**src/rtl/pwm_fade_ctrl.sv**
```systemverilog
// PWM period counter plus per-channel duty fader for four channels.
// Optional abort input enabled by defining PWM_FADE_ABORT_EN.
module pwm_fade_ctrl #(
    parameter int unsigned PERIOD = 100
) (
    input  logic       clk,
    input  logic       rst,
    input  logic       req_valid,
    output logic       req_ready,
    input  logic [1:0] req_ch,
    input  logic [6:0] req_duty,
    input  logic [3:0] req_step,
`ifdef PWM_FADE_ABORT_EN
    input  logic       abort,
`endif
    output logic [6:0] cnt,
    output logic       period_wrap,
    output logic [6:0] duty0,
    output logic [6:0] duty1,
    output logic [6:0] duty2,
    output logic [6:0] duty3,
    output logic       busy,
    output logic       done
);

    typedef enum logic [1:0] {
        IDLE = 2'd0,
        RAMP = 2'd1,
        DONE = 2'd2
    } state_t;

    localparam logic [6:0] LAST    = 7'(PERIOD - 1);
    localparam logic [6:0] TGT_MAX = 7'(PERIOD);

    state_t     state;
    logic [6:0] duty [4];
    logic [1:0] ch_q;
    logic [6:0] target_q;
    logic [3:0] step_q;

    logic       wrap_next;
    logic       abort_hit;
    logic [6:0] cur;
    logic [7:0] up8;
    logic [7:0] dn8;
    logic [6:0] next_duty;

    assign wrap_next = (cnt == LAST);

`ifdef PWM_FADE_ABORT_EN
    assign abort_hit = abort;
`else
    assign abort_hit = 1'b0;
`endif

    // 8-bit intermediates keep both directions free of 7-bit wrap-around
    always_comb begin
        cur       = duty[ch_q];
        up8       = {1'b0, cur} + {4'b0000, step_q};
        dn8       = {1'b0, cur} - {4'b0000, step_q};
        next_duty = cur;
        if (cur < target_q) begin
            next_duty = (up8 >= {1'b0, target_q}) ? target_q : up8[6:0];
        end else if (cur > target_q) begin
            next_duty = ({1'b0, cur} <= ({1'b0, target_q} + {4'b0000, step_q}))
                        ? target_q : dn8[6:0];
        end
    end

    always_ff @(posedge clk) begin
        if (rst) begin
            cnt         <= '0;
            period_wrap <= 1'b0;
            for (int unsigned i = 0; i < 4; i++) duty[i] <= '0;
            state       <= IDLE;
            ch_q        <= '0;
            target_q    <= '0;
            step_q      <= '0;
            done        <= 1'b0;
        end else begin
            cnt         <= wrap_next ? '0 : cnt + 7'd1;
            period_wrap <= wrap_next;
            done        <= 1'b0;
            case (state)
                IDLE: begin
                    if (req_valid) begin
                        ch_q     <= req_ch;
                        target_q <= (req_duty > TGT_MAX) ? TGT_MAX : req_duty;
                        step_q   <= (req_step == 4'd0) ? 4'd1 : req_step;
                        state    <= RAMP;
                    end
                end
                RAMP: begin
                    if (abort_hit) begin
                        state <= IDLE;
                    end else if (duty[ch_q] == target_q) begin
                        state <= DONE;
                        done  <= 1'b1;
                    end else if (wrap_next) begin
                        duty[ch_q] <= next_duty;
                    end
                end
                DONE:    state <= IDLE;
                default: state <= IDLE;
            endcase
        end
    end

    assign req_ready = (state == IDLE);
    assign busy      = (state == RAMP);
    assign duty0     = duty[0];
    assign duty1     = duty[1];
    assign duty2     = duty[2];
    assign duty3     = duty[3];

endmodule
```
**config.mk**
```make
export PLATFORM = sky130hd
export DESIGN_NAME = pwm_fade_ctrl
export DESIGN_NICKNAME = d
export VERILOG_FILES = /design/src/rtl/pwm_fade_ctrl.sv
export SDC_FILE = /design/constraint.sdc
export NUM_CORES = 1
export LEC_CHECK = 0
export ABC_AREA = 1
export CORE_MARGIN = 3
export CORE_UTILIZATION = 55
export CTS_BUF_LIST = sky130_fd_sc_hd__clkbuf_2 sky130_fd_sc_hd__clkbuf_4 sky130_fd_sc_hd__clkbuf_8
export CTS_CLUSTER_SIZE = 25
export DETAILED_ROUTE_END_ITERATION = 10
export PLACE_DENSITY = 0.81
export SYNTH_ARGS = -nofsm -noshare
export SYNTH_HDL_FRONTEND = slang
export SYNTH_SLANG_ARGS = --single-unit
```
**constraint.sdc**
```tcl
create_clock -name clk -period 9.3 [get_ports clk]
set_input_delay 1.395 -clock clk [delete_from_list [all_inputs] [get_ports clk]]
set_output_delay 1.395 -clock clk [all_outputs]
set_load 0.01 [all_outputs]
```
==> PnR_summary.wiki <==
{| class="wikitable"
! Metric !! Value
|-
| Routed via count || 3225
|-
| Mean area per synthesized cell || 7.97 um2
|-
| Num rows || 28
|-
| Die Ht || 86.7 um
|-
| Most frequent standard cell in the layout excluding fill and tap cells || nand2_1
|-
| Power density over cell area || 164 mW/mm2
|-
| Wire length of the first global-routing pass || 15.2 mm
|-
| Gr ovfl total || 0
|-
| Leak pwr || 1.94 nW
|-
| Most frequent cells in the layout || nand2_1, clkdlybuf4s50_1, inv_1
|-
| Period utilisation layout || 0.432
|-
| Area of the core region || 0.00613 mm2
|-
| Fill cell count || 487
|-
| Fraction of final layout cells with drive strength greater than 1 || 0.111
|-
| Setup repair after global routing missed its margin || false
|-
| Clock tree from TritonCTS || yes
|-
| Synth async-reset ratio || 0
|-
| Placement-stage worst setup slack || 5.39 ns
|-
| EDFF count, synth || 28
|-
| Slack of the worst reg-to-reg path || 5.28 ns
|-
| Hold-fix buffers at CTS || 0
|-
| Number of buffers inserted during clock tree synthesis || 5
|-
| Die X-Extent || 86.7 um
|-
| Number of antenna violations at the first check in global routing || 0
|-
| CP max stage cell || dfxtp_1
|-
| Count of state elements after synthesis || 54
|-
| Initial DRT Pass Iterations || 5
|-
| Half-perimeter wire length after placement || 6.98 mm
|-
| Detailed-route wire length per cell || 15.1 um
|-
| Post-layout instance count excluding filler cells || 581
|-
| Total power || 703 uW
|-
| Initial cell density of the core || 0.585
|-
| Antenna fix cells || 0
|-
| Largest net degree at the start of global routing || 25
|-
| Layout Area Growth over Synthesis || 19.8%
|-
| Count of pins over their slew limit || 0
|-
| Post-Route Setup TNS || 0 ns
|-
| Placed cells || 573
|-
| CP bufs+invs || 4
|-
| DRT Wirelength || 8.76 mm
|-
| GP Congestion || 0.977
|-
| Die footprint || 0.00752 mm2
|-
| Top cell by count, worst path || nand2_1
|-
| Type of origin of the critical path || flip-flop
|-
| Synthesized instance count || 450
|-
| Count of cells resized by post-cts repair || 0
|-
| Latest clock arrival within the worst-skew pair || 0.31 ns
|-
| Final hold violation count || 0
|-
| Max incr delay on CP || 0.66 ns
|-
| Result of the run || finished, final reports clean
|-
| Cell family with the largest share of critical-path delay || simple AND/OR/NAND/NOR gates
|-
| Longest Clk Path Bufs || 2
|-
| Clock transition at path regs || 0.10 ns
|-
| Count of nets left with antenna violations after detail routing || 0
|-
| Count of routing violations after the opening detailed-route iteration || 178
|-
| Min Tclk post-route || 4.02 ns
|-
| End-of-flow core utilization || 0.700
|-
| Maximum vdd ir drop || 0.0000955 V
|-
| Number of distinct standard cells referenced by the synthesized netlist || 35
|-
| TritonCTS Sinks || 54
|-
| Crit Path Class || reg -> reg
|-
| Post-CTS setup repair buffer count || 0
|-
| Number of global-route vias before repair || 3232
|-
| Hold Path Origin || cnt[0]
|-
| Net count after synthesis || 503
|-
| Cells along the critical path || inv_2 -> o21ai_0 -> o22ai_1 -> ha_1 -> inv_2 -> a21oi_1 -> nand2_1 -> nand2_1 -> nand2_1 -> nand2_1 -> xor2_1 -> inv_1 -> ha_1 -> nand2_1 -> inv_1 -> nand2_1 -> nand3_1 -> nand2_4 -> nand2_8 -> nand2_2 -> nand3_2 -> nand2_2 -> nor2_1
|-
| Via/cell ratio || 5.55
|-
| Least-Margin Pin Slew || 0.714 ns
|-
| Kind of capture point of the worst setup path || flip-flop
|-
| Count of max-cap constraint violations || 0
|-
| Arrival time worst endpoint || 4.07 ns
|-
| Number of buffers added on ports || 54
|-
| Remaining max-slew budget at the tightest pin || 0.524
|-
| Kind of path behind the tightest hold check || reg -> reg
|-
| Warnings, synthesis || 0
|-
| Total routing resource utilization after global routing || 0.256
|-
| Largest fanout of any net on the critical path || 15
|-
| Worst setup skew after layout || 0.0100 ns
|-
| Worst Setup Slack, final || 5.28 ns
|-
| Total of endpoints with negative setup slack in the final report || 0
|-
| DRC errors left || 0
|-
| Clock H-tree levels || 2
|-
| Critical path data required time || 9.35 ns
|-
| Primary flip-flop cell chosen by synthesis mapping || edfxtp_1
|-
| Synthesized cell area || 0.00358 mm2
|-
| Nets@finish || 558
|-
| Sequential share of the synthesized area || 0.380
|-
| CTS Root Buffer Type || clkbuf_8
|-
| Total I/O pin count || 55
|-
| Fmax || 249 MHz
|}
## registers in the layout (all words and copies together) (netlist names), named ones only
name / cells
duty: 28
cnt: 7
target_q: 7
period_wrap: 1
ch_q: 2
state: 2
step_q: 4
done: 1
## power by group
part	internal (mW)	total, mW	switching (mW)
clock network	0.0803	0.156	0.0753
registers	0.263	0.279	0.0162
logic	0.102	0.268	0.166
total	0.445	0.703	0.258
## final timing paths
check                    end  cells past startpoint
hold reg to reg       cnt[0]                      1
setup / recovery  duty[0][2]                     23
hold / removal        cnt[0]                      1
setup reg to reg  duty[0][2]                     23
## cell families after synthesis
kind of cell               synth area share
adders and majority gates             0.135
AOI/OAI and AO/OA                     0.103
DFF                                   0.380
buffers and inverters                0.0813
and+or+nand+nor                       0.266
xor gates and xnor gates             0.0342
## routing by layer
metal | GRT usage | share of wire | routed length (um)
met3 | 0.0570 | 0.073 | 637
met2 | 0.419 | 0.47 | 4120
met5 | 0 | 0 | 0
met1 | 0.338 | 0.44 | 3820
met4 | 0.0822 | 0.021 | 182
## synthesized netlist by cell type (4+ instances only)
master	instances	area [um2]
nand2_1	92	345
inv_1	49	184
nor2_1	45	169
ha_1	34	425
a21oi_1	33	165
edfxtp_1	28	841
dfxtp_1	26	521
nand3_1	26	130
o21ai_0	19	95.1
inv_2	17	63.8
nand2_2	17	106
nand3_2	10	100
xor2_1	10	87.6
clkbuf_1	4	15.0
o22ai_1	4	25.0
xnor2_1	4	35.0
## metrics by stage
stage          hold WS [ns]  instance area [um2]
6_report              0.485                 4290
5_1_grt               0.533                 4290
4_1_cts               0.490                 4290
3_5_place_dp          0.472                 4180
3_3_place_gp          0.449                 4180
2_1_floorplan         0.448                 3580
## layout make-up
class | count | area, um2 | area share
Inverter | 67 | 254 | 0.0592
Tap cell | 75 | 93.8 | 0.0219
Timing Repair Buffer | 54 | 541 | 0.126
Clock inverter | 3 | 42.5 | 0.00991
Multi-Input combinational cell | 323 | 1930 | 0.450
Sequential cell | 54 | 1360 | 0.317
Clock buffer | 5 | 68.8 | 0.0160
## worst reg2reg max path, stage by stage, from the launching register on
cell	delay, ns
dfxtp_1	0.66
inv_2	0.24
o21ai_0	0.21
o22ai_1	0.22
ha_1	0.48
inv_2	0.07
a21oi_1	0.18
nand2_1	0.08
nand2_1	0.09
nand2_1	0.05
nand2_1	0.10
xor2_1	0.20
inv_1	0.06
ha_1	0.30
nand2_1	0.08
inv_1	0.04
nand2_1	0.06
nand3_1	0.11
nand2_4	0.16
nand2_8	0.10
nand2_2	0.07
nand3_2	0.06
nand2_2	0.10
nor2_1	0.05
Note: power is estimated with default switching activity, not from simulation.
